===== src/rtl/uart_rx_fifo.sv =====
// Oversampled (16x) UART receiver feeding a show-ahead byte FIFO.
// Start-bit validation, framing-error and overrun detection with sticky flags.
module uart_rx_fifo #(
  parameter int DEPTH = 8,
  parameter int CW    = 4
) (
  input  logic          xclk,
  input  logic          rst,
  input  logic [11:0]   div,
  input  logic          RX,
  input  logic          rd,
  input  logic          clr_err,
  output logic [7:0]    dout,
  output logic          has_byte,
  output logic          full,
  output logic [CW-1:0] count,
  output logic          overrun,
  output logic          frame_err
);

  localparam int AW = $clog2(DEPTH);

  localparam logic [1:0] IDLE  = 2'd0;
  localparam logic [1:0] START = 2'd1;
  localparam logic [1:0] DATA  = 2'd2;
  localparam logic [1:0] STOP  = 2'd3;

  logic rxSync1_q, rxSync2_q, rxs;

  always_ff @(posedge xclk or posedge rst) begin
    if (rst) begin
      rxSync1_q <= 1'b1;
      rxSync2_q <= 1'b1;
    end else begin
      rxSync1_q <= RX;
      rxSync2_q <= rxSync1_q;
    end
  end

  assign rxs = rxSync2_q;

  // The divisor is captured in the cycle after each wrap and held until the next one.
  logic [11:0] tcnt_q, tcnt_d, divHold_q, effDiv;
  logic        tick;

  always_comb begin
    effDiv = (tcnt_q == 12'd0) ? div : divHold_q;
    tick   = (tcnt_q == effDiv);
    tcnt_d = tick ? 12'd0 : tcnt_q + 12'd1;
  end

  always_ff @(posedge xclk or posedge rst) begin
    if (rst) begin
      tcnt_q    <= 12'd0;
      divHold_q <= 12'd0;
    end else begin
      tcnt_q    <= tcnt_d;
      divHold_q <= effDiv;
    end
  end

  logic [1:0] state_q, state_d;
  logic [3:0] scnt_q, scnt_d;
  logic [2:0] bitIdx_q, bitIdx_d;
  logic [1:0] smp_q, smp_d;
  logic [7:0] sh_q, sh_d;
  logic       armed_q, armed_d;
  logic       maj, push, ferrSet;

  assign maj = (smp_q[1] & smp_q[0]) | (smp_q[1] & rxs) | (smp_q[0] & rxs);

  // DATA and STOP sample at scnt 13..15 so each decision lands 16 ticks after the last.
  always_comb begin
    state_d  = state_q;
    scnt_d   = scnt_q;
    bitIdx_d = bitIdx_q;
    smp_d    = smp_q;
    sh_d     = sh_q;
    armed_d  = armed_q;
    push     = 1'b0;
    ferrSet  = 1'b0;
    case (state_q)
      IDLE: begin
        if (rxs) begin
          armed_d = 1'b1;
        end else if (armed_q) begin
          armed_d = 1'b0;
          state_d = START;
          scnt_d  = 4'd0;
        end
      end
      START: begin
        if (tick) begin
          scnt_d = scnt_q + 4'd1;
          if (scnt_q == 4'd7 || scnt_q == 4'd8) smp_d = {smp_q[0], rxs};
          if (scnt_q == 4'd9) begin
            scnt_d = 4'd0;
            if (!maj) begin
              state_d  = DATA;
              bitIdx_d = 3'd0;
            end else begin
              state_d = IDLE;
            end
          end
        end
      end
      DATA: begin
        if (tick) begin
          scnt_d = scnt_q + 4'd1;
          if (scnt_q == 4'd13 || scnt_q == 4'd14) smp_d = {smp_q[0], rxs};
          if (scnt_q == 4'd15) begin
            sh_d = {maj, sh_q[7:1]};
            if (bitIdx_q == 3'd7) begin
              state_d = STOP;
              scnt_d  = 4'd0;
            end else begin
              bitIdx_d = bitIdx_q + 3'd1;
            end
          end
        end
      end
      default: begin
        if (tick) begin
          scnt_d = scnt_q + 4'd1;
          if (scnt_q == 4'd13 || scnt_q == 4'd14) smp_d = {smp_q[0], rxs};
          if (scnt_q == 4'd15) begin
            push    = maj;
            ferrSet = ~maj;
            state_d = IDLE;
            scnt_d  = 4'd0;
          end
        end
      end
    endcase
  end

  always_ff @(posedge xclk or posedge rst) begin
    if (rst) begin
      state_q  <= IDLE;
      scnt_q   <= 4'd0;
      bitIdx_q <= 3'd0;
      smp_q    <= 2'b00;
      sh_q     <= 8'h00;
      armed_q  <= 1'b0;
    end else begin
      state_q  <= state_d;
      scnt_q   <= scnt_d;
      bitIdx_q <= bitIdx_d;
      smp_q    <= smp_d;
      sh_q     <= sh_d;
      armed_q  <= armed_d;
    end
  end

  logic [7:0]    mem_q [DEPTH];
  logic [AW-1:0] wrPtr_q, rdPtr_q;
  logic [CW-1:0] count_q, count_d;
  logic          isEmpty, isFull, pop, doPush, ovrSet;
  logic          overrun_q, overrun_d, frameErr_q, frameErr_d;

  // Pop is resolved before push, so a simultaneous rd always makes room.
  always_comb begin
    isEmpty = (count_q == '0);
    isFull  = (count_q == CW'(DEPTH));
    pop     = rd & ~isEmpty;
    doPush  = push & (~isFull | pop);
    ovrSet  = push & isFull & ~pop;
    count_d = count_q;
    if (doPush && !pop) count_d = count_q + CW'(1);
    else if (pop && !doPush) count_d = count_q - CW'(1);
    overrun_d  = ovrSet | (overrun_q & ~clr_err);
    frameErr_d = ferrSet | (frameErr_q & ~clr_err);
  end

  always_ff @(posedge xclk) begin
    if (doPush) mem_q[wrPtr_q] <= sh_q;
  end

  always_ff @(posedge xclk or posedge rst) begin
    if (rst) begin
      wrPtr_q    <= '0;
      rdPtr_q    <= '0;
      count_q    <= '0;
      overrun_q  <= 1'b0;
      frameErr_q <= 1'b0;
    end else begin
      if (doPush) wrPtr_q <= wrPtr_q + AW'(1);
      if (pop) rdPtr_q <= rdPtr_q + AW'(1);
      count_q    <= count_d;
      overrun_q  <= overrun_d;
      frameErr_q <= frameErr_d;
    end
  end

  assign dout      = isEmpty ? 8'h00 : mem_q[rdPtr_q];
  assign has_byte  = ~isEmpty;
  assign full      = isFull;
  assign count     = count_q;
  assign overrun   = overrun_q;
  assign frame_err = frameErr_q;

endmodule


===== config.mk =====
export PLATFORM = sky130hd
export DESIGN_NAME = uart_rx_fifo
export DESIGN_NICKNAME = d
export VERILOG_FILES = /design/src/rtl/uart_rx_fifo.sv
export SDC_FILE = /design/constraint.sdc
export NUM_CORES = 1
export LEC_CHECK = 0
export BUFFER_PORTS_ARGS = -buffer_cell sky130_fd_sc_hd__buf_4
export CORE_UTILIZATION = 55
export DETAILED_ROUTE_END_ITERATION = 12
export HOLD_SLACK_MARGIN = 0.08
export PLACE_DENSITY_LB_ADDON = 0.05
export SLEW_MARGIN = 20
export SYNTH_ARGS = -nofsm -noshare
export SYNTH_HDL_FRONTEND = slang
export SYNTH_SLANG_ARGS = --single-unit
export TNS_END_PERCENT = 1

===== constraint.sdc =====
create_clock -name xclk -period 3.9 [get_ports xclk]
set_clock_uncertainty 0.1 [all_clocks]
set_input_delay 0.195 -clock xclk [delete_from_list [all_inputs] [get_ports xclk]]
set_output_delay 0.195 -clock xclk [all_outputs]
set_load 0.005 [all_outputs]

==> results of run 1 <==
## Yosys cell counts (2+ instances only)
library cell,number
buf_2,2
xnor2_1,12
nor3b_1,3
o21ai_0,7
mux4_2,16
o22ai_1,4
xor2_1,11
dfstp_2,2
mux2_2,27
nor2b_1,11
nand3_2,2
buf_1,3
nand2b_1,5
clkbuf_1,6
dfrtp_1,56
nand3_1,9
mux2i_1,13
inv_1,21
o31ai_1,2
nor2_1,32
or3_1,2
and3_1,8
a21oi_1,7
nor3_1,5
ha_1,13
nand2_1,17
edfxtp_1,64
nand4_1,3
## layout by cell type, fill, tap and decap left out, types with 3 or more instances in the layout
cell | netlist | layout
a21oi_1 | 7 | 7
and3_1 | 8 | 8
buf_4 | 1 | 48
clkbuf_16 | 0 | 16
clkinv_4 | 0 | 3
clkinvlp_4 | 0 | 4
dfrtp_1 | 56 | 56
dlygate4sd3_1 | 0 | 18
edfxtp_1 | 64 | 64
ha_1 | 13 | 13
inv_1 | 21 | 19
inv_6 | 0 | 4
mux2_2 | 27 | 27
mux2i_1 | 13 | 13
mux4_2 | 16 | 16
nand2_1 | 17 | 17
nand2b_1 | 5 | 5
nand3_1 | 9 | 9
nand4_1 | 3 | 3
nor2_1 | 32 | 32
nor2b_1 | 11 | 11
nor3_1 | 5 | 5
o21ai_0 | 7 | 7
o22ai_1 | 4 | 4
xnor2_1 | 12 | 12
xor2_1 | 11 | 11
## per-layer routing
| metal | global-route usage | wire (um) | part of all wire | vias up |
|---|---|---|---|---|
| li1 | - | - | - | 1578 |
| met1 | 0.2837 | 4760 | 0.44 | 1659 |
| met2 | 0.3800 | 5537 | 0.51 | 76 |
| met3 | 0.05404 | 378 | 0.035 | 17 |
| met4 | 0.08352 | 138 | 0.013 | 0 |
| met5 | 0 | 0 | 0 | - |
## path summary, 6_finish.rpt
path | start | endpoint | slack (ps) | cells past startpoint
hold reg to reg | rxSync1_q$_DFF_PP1_ | rxSync2_q$_DFF_PP1_ | 250 | 0
setup reg to reg | tcnt_q[1]$_DFF_PP0_ | count[3]$_DFFE_PP0P_ | 200 | 16
setup / recovery | tcnt_q[1]$_DFF_PP0_ | count[3]$_DFFE_PP0P_ | 200 | 16
min in group asynchronous | rst | sh_q[6]$_DFFE_PP0P_ | 630 | 4
max in group asynchronous | rst | bitIdx_q[1]$_DFFE_PP0P_ | 2170 | 5
hold / removal | RX | rxSync1_q$_DFF_PP1_ | 230 | 2
## stage by stage
| step | total power, uW | utilization | instances | setup TNS, ps |
|---|---|---|---|---|
| CTS | 3545 | 0.6919 | 605 | 0 |
| detailed placement | 2009 | 0.6137 | 555 | 0 |
| finish | 3564 | 0.6960 | 607 | 0 |
| global route | 3705 | 0.6960 | 607 | -2.319 |
| global placement | 2004 | 0.6137 | 555 | 0 |
| floorplan | 1896 | - | 388 | 0 |
## report_power, final
group	internal, uW	total [uW]	switching [uW]
registers	1460	1600	132
logic	228	449	222
clock network	923	1520	596
## worst max-delay path: cells and delay by family, from the launching register on
family                   cells  cell delay [ps]
flip-flops                   1              420
multiplexers                 1              320
AO/OA/AOI/OAI                3              810
buffers and inverters        2              190
AND/OR/NAND/NOR              5              870
XOR/XNOR                     2              280
adder cells (fa/ha/maj)      3              610
## registers in the layout, summed over array words and instances, names as in the netlist, 4 cells and up
| name | flops |
|---|---|
| count | 4 |
| tcnt_q | 12 |
| divHold_q | 12 |
| mem_q | 64 |
| sh_q | 8 |
| scnt_q | 4 |
## logic make-up (layout without fill, tap and decap cells)
group / after synthesis / in the layout
muxes: 57 / 57
adders and majority gates: 15 / 15
buffers and inverters: 34 / 119
AOI/OAI and AO/OA: 32 / 32
xor gates and xnor gates: 23 / 23
and+or+nand+nor: 105 / 106
DFF: 122 / 122
## what timing repair did
item / 4_1_cts / 5_1_grt
setup buffers: 0 / 1
hold buffers: 18 / 0
endpoints found under the hold margin: 74 / 0
endpoints found under the setup margin: 0 / 1
resized for setup: 0 / 4
## cell type report
class                      instances  share of cell area
tap                              133             0.02458
clock buffer                      18             0.06171
inverter                          21             0.01164
multi-input combinational        233              0.2997
sequential                       122              0.4985
timing repair buffer              66             0.07982
clock inverter                    14             0.02402
==> results.sh, run 1 <==
export IMPL_cp_max_fo=6
export IMPL_clockBufferDepth=2
export IMPL_clk_root_buffer_cell="clkbuf_8"
export IMPL_drv_slew=0
export IMPL_wl_per_cell_um=17.82
export IMPL_htreeDepth=4
export IMPL_syn_inst=388
export IMPL_n_antenna_cell=0
export IMPL_cpMaxStageDelayCell="a2111o_1"
export IMPL_syn_to_final_growth_pct=23.06
export IMPL_hold_violations=0
export IMPL_slowest_delay_ps=460
export IMPL_power_density_mw_per_mm2=526.3
export IMPL_p_leak_uw=0.002901
export IMPL_synth_top_family_by_area="multiplexers"
export IMPL_ys_ff_latch=122
export IMPL_drtPass1Iterations=4
export IMPL_synthAdderAreaFrac=0.03502
export IMPL_synthSimpleGateAreaFrac=0.1035
export IMPL_yosysSeqAreaShare=0.6135
export IMPL_fmax_mhz=270.0
export IMPL_min_period_ps=3704
export IMPL_grt_antenna_before_repair=0
export IMPL_ant_nets=0
export IMPL_gr_total_overflow=0
export IMPL_cts_inserted_buffers=17
export IMPL_io_buffers=32
export IMPL_fin_hold_ws_ps=234.5
export IMPL_clk_latency_ps=510
export IMPL_dpl_worst_slack_ps=93.58
export IMPL_synth_cell_type_count=53
export IMPL_synth_compound_area_share=0.03934
export IMPL_grt_max_degree=49
export IMPL_critPathLaunchType="register"
export IMPL_start_util=0.5656
export IMPL_first_global_vias=3305
export IMPL_synth_xor_area_frac=0.03661
export IMPL_cp_cell_sequence="inv_2, ha_1, nor3b_4, nand3_4, mux2_2, a2111o_1, nor3_4, and3_1, ha_1, inv_1, ha_1, a21o_1, a21oi_1, xnor2_1, nor2_1, xor2_1"
export IMPL_synth_top_area_frac=0.3492
export IMPL_place_congestion=0.8563
export IMPL_synth_async_reset_ratio=0.4754
export IMPL_sequential_cell_area_mm2=0.003376
export IMPL_synth_top_area_cell="edfxtp_1"
export IMPL_yosysWarnings=0
export IMPL_rows=36
export IMPL_design_area_mm2=0.006771
export IMPL_syn_area_mm2=0.005503
export IMPL_arrival_ps=4000
export IMPL_drtIter0Drc=165
export IMPL_num_io_pins=33
export IMPL_routed_wl_um=10820
export IMPL_numClockSinks=122
export IMPL_multi_input_area_mm2=0.002029
export IMPL_placed_area_mm2=0.005971
export IMPL_die_h_um=102.0
export IMPL_vias_per_cell=5.486
export IMPL_grtUsageTotal=0.2251
export IMPL_period_share=0.9498
export IMPL_end_kind="register"
export IMPL_die_area_mm2=0.01041
export IMPL_required_ps=4190
export IMPL_fin_nets=492
export IMPL_cts_tree="yes"
export IMPL_drive_gt1_frac=0.2869
export IMPL_vias=3330
export IMPL_syn_num_nets=419
export IMPL_die_x_um=102.0
export IMPL_peakVddDrop_mv=0.3701
export IMPL_path_class="reg2reg"
export IMPL_synth_edf_count=64
export IMPL_tightest_slew_ps=799.0
export IMPL_status="finished clean"
export IMPL_synthMuxAreaShare=0.1464
export IMPL_crit_top_cell="ha_1"
export IMPL_grt_pass1_wl_um=16930
export IMPL_fillers=693
export IMPL_core_area_mm2=0.009729
export IMPL_synth_area_per_cell_um2=14.18
export IMPL_min_delay_path_class="in2reg"
export IMPL_slew_headroom=0.4673
export IMPL_ys_flop_type="edfxtp_1"
export IMPL_max_cap_violations=0
export IMPL_drc=0
export IMPL_setup_violations=0
export IMPL_layout_setup_ws_ps=195.9
export IMPL_synth_area_top_cells="edfxtp_1, dfrtp_1, mux4_2"
export IMPL_clkTransAtPathRegs_ps=60
export IMPL_dp_hpwl_um=6629
No activity file was read; power rests on OpenSTA's default activity.
==> run 2: changes to the inputs <==
--- a/config.mk
+++ b/config.mk
@@ -6,6 +6,7 @@
 export NUM_CORES = 1
 export LEC_CHECK = 0
 export BUFFER_PORTS_ARGS = -buffer_cell sky130_fd_sc_hd__buf_4
+export CORE_ASPECT_RATIO = 1.5
 export CORE_UTILIZATION = 55
 export DETAILED_ROUTE_END_ITERATION = 12
 export HOLD_SLACK_MARGIN = 0.08
==> results.sh, run 2 (synthesis results as in run 1) <==
export IMPL_status="finished clean"
export IMPL_dpl_cell_count=542
export IMPL_fmax_mhz=272.1
export IMPL_placed_area_mm2=0.005979
export IMPL_tightest_slew_ps=797.0
export IMPL_vias_per_cell=5.535
export IMPL_grt_pass1_wl_um=16420
export IMPL_setup_violations=0
export IMPL_start_util=0.5679
export IMPL_htreeDepth=4
export IMPL_grt_antenna_before_repair=0
export IMPL_io_buffers=32
export IMPL_clk_latency_ps=410
export IMPL_hold_violations=0
export IMPL_largest_reg_flops=64
export IMPL_gr_total_overflow=0
export IMPL_core_area_mm2=0.009689
export IMPL_cp_top_family="simple AND/OR/NAND/NOR gates"
export IMPL_clk_root_buffer_cell="clkbuf_16"
export IMPL_drv_slew=0
export IMPL_min_delay_path_class="in2async"
export IMPL_ant_nets=0
export IMPL_num_io_pins=33
export IMPL_vias=3271
export IMPL_clockBufferDepth=2
export IMPL_fin_cells=591
export IMPL_die_h_um=124.5
export IMPL_fin_nets=494
export IMPL_dp_hpwl_um=6919
export IMPL_clkTransAtPathRegs_ps=60
export IMPL_path_buf_inv=2
export IMPL_grtUsageTotal=0.2072
export IMPL_die_area_mm2=0.01042
export IMPL_cts_tree="yes"
export IMPL_tns_ps=0
export IMPL_n_antenna_cell=0
export IMPL_required_ps=4090
export IMPL_peakVddDrop_mv=0.3904
export IMPL_crit_top_cell="ha_1"
export IMPL_rows=44
export IMPL_slew_headroom=0.4686
export IMPL_arrival_ps=3860
export IMPL_reg_top3="mem_q x64, divHold_q x12, tcnt_q x12"
export IMPL_drtIter0Drc=163
export IMPL_drc=0
export IMPL_fin_hold_ws_ps=223.2
export IMPL_routed_wl_um=10040
export IMPL_max_cap_violations=0
export IMPL_cp_max_fo=6
export IMPL_path_class="reg2reg"
export IMPL_end_kind="register"
export IMPL_grt_max_degree=43
export IMPL_design_area_mm2=0.006741
export IMPL_regMostFlops="mem_q"
export IMPL_numClockSinks=122
export IMPL_wl_per_cell_um=16.98
export IMPL_period_share=0.9422
export IMPL_place_congestion=0.9113
export IMPL_first_global_vias=3429
export IMPL_min_period_ps=3675
export IMPL_syn_to_final_growth_pct=22.51
export IMPL_p_leak_uw=0.002909
export IMPL_mostFrequentLayoutCells="edfxtp_1, dfrtp_1, buf_4"
export IMPL_die_x_um=83.67
export IMPL_cts_inserted_buffers=17
export IMPL_critPathLaunchType="register"
export IMPL_drtPass1Iterations=5
export IMPL_mostFrequentLayoutCell="edfxtp_1"
export IMPL_slowest_delay_ps=500
export IMPL_totalPowerFinal_uw=3559
export IMPL_power_density_mw_per_mm2=528.0
export IMPL_drive_gt1_frac=0.2941
export IMPL_rsz0062_at_grt="false"
export IMPL_cpMaxStageDelayCell="nor4_2"
export IMPL_cp_cell_sequence="nor4_2, nand3_4, buf_4, nor4bb_1, a2bb2o_2, nor3_4, and3_1, ha_1, inv_1, ha_1, a21o_1, a21oi_2, xnor2_1, nor2_1, xor2_1"
run 2: final cells by class:
class	instances	area, um2
inverters	21	78.83
flip-flops and latches	122	3376
clock inverters	15	150.1
multi-input cells	232	2009
clock buffers	17	425.4
repair buffers	69	558.0
well taps	115	143.9
fillers	717	2948
run 2: worst min-delay path: stages:
cell,delay (ps)
dlygate4sd3_1,540
buf_4,130
inv_2,270
run 2: repair_timing:
action                                 in CTS  in global routing
hold buffers                               16                  0
setup buffers                               0                  1
resized for setup                           0                  5
endpoints found under the hold margin      33                  0
setup endpoints to repair                   0                  1
run 2: layer usage:
| metal | track usage | vias up | wire, um |
|---|---|---|---|
| met5 | 0 | - | 0 |
| met4 | 0.08674 | 0 | 182 |
| met3 | 0.04771 | 14 | 280 |
| met2 | 0.3697 | 66 | 5586 |
| met1 | 0.2362 | 1612 | 3985 |
| li1 | - | 1579 | - |
run 2: where the power goes:
part | leakage, uW | switching [uW] | internal (uW)
combinational | 0.00117 | 242 | 251
clock | 0.000267 | 556 | 937
sequential | 0.00147 | 107 | 1470
run 2: final timing paths:
kind / start / to / slack, ps / cells after the start
max: tcnt_q[8]$_DFF_PP0_ / count[3]$_DFFE_PP0P_ / 230 / 15
max in group asynchronous: rst / divHold_q[6]$_DFF_PP0_ / 2620 / 4
min in group xclk: rxSync1_q$_DFF_PP1_ / rxSync2_q$_DFF_PP1_ / 260 / 0
min reg2reg: rxSync1_q$_DFF_PP1_ / rxSync2_q$_DFF_PP1_ / 260 / 0
min: rst / scnt_q[0]$_DFFE_PP0P_ / 220 / 3
max reg2reg: tcnt_q[8]$_DFF_PP0_ / count[3]$_DFFE_PP0P_ / 230 / 15
run 2: metrics by stage:
step                  util  worst slack [ps]
finish              0.6958             225.4
global route        0.6958             30.70
CTS                 0.6931             75.34
detailed placement  0.6171             99.12
global placement    0.6171             213.4
floorplan                -             124.2
==> run 3: changes to the inputs <==
--- a/config.mk
+++ b/config.mk
@@ -7,7 +7,7 @@
 export LEC_CHECK = 0
 export BUFFER_PORTS_ARGS = -buffer_cell sky130_fd_sc_hd__buf_4
 export CORE_ASPECT_RATIO = 1.5
-export CORE_UTILIZATION = 55
+export CORE_UTILIZATION = 41
 export DETAILED_ROUTE_END_ITERATION = 12
 export HOLD_SLACK_MARGIN = 0.08
 export PLACE_DENSITY_LB_ADDON = 0.05
==> results.sh, run 3 (synthesis results as in run 1) <==
export IMPL_status="finished clean"
export IMPL_cts_tree="yes"
export IMPL_fin_util=0.5235
export IMPL_sequentialPowerShare=0.446
export IMPL_htreeDepth=4
export IMPL_sequential_cell_area_mm2=0.003376
export IMPL_first_global_vias=3484
export IMPL_end_kind="register"
export IMPL_crit_end="count[3]$_DFFE_PP0P_"
export IMPL_p_leak_uw=0.002917
export IMPL_fmax_mhz=271.4
export IMPL_power_internal_uw=2644
export IMPL_drtPass1Iterations=6
export IMPL_top_layer_used="met4"
export IMPL_design_area_mm2=0.006814
export IMPL_setup_violations=0
export IMPL_fin_nets=497
export IMPL_clockBufferDepth=2
export IMPL_r2r_slack_ps=220
export IMPL_min_period_ps=3684
export IMPL_grt_pass1_wl_um=18280
export IMPL_cts_inserted_buffers=17
export IMPL_ant_nets=0
export IMPL_rows=51
export IMPL_required_ps=4090
export IMPL_grtUsageTotal=0.1829
export IMPL_arrival_ps=3870
export IMPL_dr_wl_met3_um=249
export IMPL_start_util=0.4227
export IMPL_grt_antenna_before_repair=0
export IMPL_startpoint="tcnt_q[1]$_DFF_PP0_"
export IMPL_switchingPower_uw=880.6
export IMPL_placed_area_mm2=0.006041
export IMPL_reg_top3="mem_q x64, divHold_q x12, tcnt_q x12"
export IMPL_gr_total_overflow=0
export IMPL_critPathLaunchType="register"
export IMPL_clk_root_buffer_cell="clkbuf_16"
export IMPL_dp_hpwl_um=7694
export IMPL_period_share=0.9447
export IMPL_tns_ps=0
export IMPL_syn_to_final_growth_pct=23.83
export IMPL_clk_latency_ps=420
export IMPL_regMostFlops="mem_q"
export IMPL_p_clk_frac=0.415
export IMPL_routed_wl_um=11220
export IMPL_multi_input_area_mm2=0.002019
export IMPL_max_cap_violations=0
export IMPL_mostFrequentLayoutCell="edfxtp_1"
export IMPL_r2r_end="count[3]$_DFFE_PP0P_"
export IMPL_die_x_um=96.59
export IMPL_power_density_mw_per_mm2=517.3
export IMPL_swShare=0.2498
export IMPL_vias_per_cell=5.187
export IMPL_num_io_pins=33
export IMPL_slew_headroom=0.4356
export IMPL_mostFrequentLayoutCells="edfxtp_1, dfrtp_1, buf_4"
export IMPL_wl_per_cell_um=17.59
export IMPL_place_congestion=0.7969
export IMPL_drv_slew=0
export IMPL_tightest_slew_ps=846.7
export IMPL_path_class="reg2reg"
export IMPL_vias=3309
export IMPL_numClockSinks=122
export IMPL_clkTransAtPathRegs_ps=50
export IMPL_grt_max_degree=39
export IMPL_die_area_mm2=0.01390
export IMPL_p_comb_frac=0.139
export IMPL_n_antenna_cell=0
export IMPL_peakVddDrop_mv=0.3384
export IMPL_min_delay_path_class="reg2reg"
export IMPL_cp_max_fo=9
export IMPL_die_h_um=143.9
export IMPL_fillers=1161
export IMPL_drtIter0Drc=134
export IMPL_drc=0
export IMPL_drive_gt1_frac=0.2860
export IMPL_io_buffers=32
export IMPL_r2r_cells=16
export IMPL_hold_violations=0
export IMPL_largest_reg_flops=64
export IMPL_drt_met1_wl_um=4644
export IMPL_dr_wl_met2_um=6146
export IMPL_core_area_mm2=0.01302
export IMPL_r2r_start="tcnt_q[1]$_DFF_PP0_"
## run 3: changes by cell type in the layout (fill, tap and decap cells not counted), moves of 2 or more
cell,before,now
inv_6,3,0
clkinv_1,2,0
clkbuf_8,0,3
buf_4,53,55
clkbuf_1,0,5
## run 3: stage by stage
stage                     power, uW  hold WS [ps]  instances  setup WS (ps)
after CTS                      3540         257.5        635          88.95
after floorplan                1896         99.48        388          124.2
after global routing           3684         258.1        638         -2.753
final                          3525         255.7        638          215.6
after detailed placement       2048         204.5        586          106.3
after global placement         2047         204.2        586          202.0
## run 3: how the worst min path moves through the flow
stage / startpoint / slack (ps) / cells after the start / to
2_1_floorplan: RX / 100 / 0 / rxSync1_q$_DFF_PP1_
3_3_place_gp: RX / 200 / 1 / rxSync1_q$_DFF_PP1_
3_5_place_dp: RX / 200 / 1 / rxSync1_q$_DFF_PP1_
6_report: rxSync1_q$_DFF_PP1_ / 260 / 0 / rxSync2_q$_DFF_PP1_
4_1_cts: rxSync1_q$_DFF_PP1_ / 260 / 0 / rxSync2_q$_DFF_PP1_
5_1_grt: rxSync1_q$_DFF_PP1_ / 260 / 0 / rxSync2_q$_DFF_PP1_
## run 3: power by group through the flow
stage,clock (uW),sequential [uW],combinational [uW]
final,1460,1570,490
after global routing,1550,1590,541
after CTS,1500,1570,474
after detailed placement,0,1590,460
after global placement,0,1590,460
after floorplan,0,1560,333
## run 3: worst max-delay path, cell delays in order, from the launching register on
cell and delay, ps:
dfrtp_1 380, inv_1 110, ha_1 170, nor3b_4 260, nand3_4 170, mux2_2 320
a2111o_1 460, nor3_4 130, and3_1 200, ha_1 190, inv_1 90, ha_1 280
a21o_1 170, a21oi_1 180, xnor2_1 140, nor2_1 70, xor2_1 140
## run 3: final cells by class
type / instances / area share
clock buffer: 25 / 0.07124
tap: 159 / 0.02920
clock inverter: 7 / 0.01065
multi-input combinational: 232 / 0.2964
inverter: 21 / 0.01157
timing repair buffer: 72 / 0.08557
sequential: 122 / 0.4954
## run 3: repair_timing
item                                   in CTS  in global routing
buffers inserted                            0                  3
hold buffers                               17                  0
gates resized for setup                     0                  3
endpoints found under the hold margin      54                  0
setup endpoints to repair                   0                  1
## run 3: per-layer routing
metal | track usage | vias up
met5 | 0 | -
met4 | 0.06889 | 0
met3 | 0.04286 | 13
met2 | 0.3277 | 46
met1 | 0.2065 | 1670
li1 | - | 1580
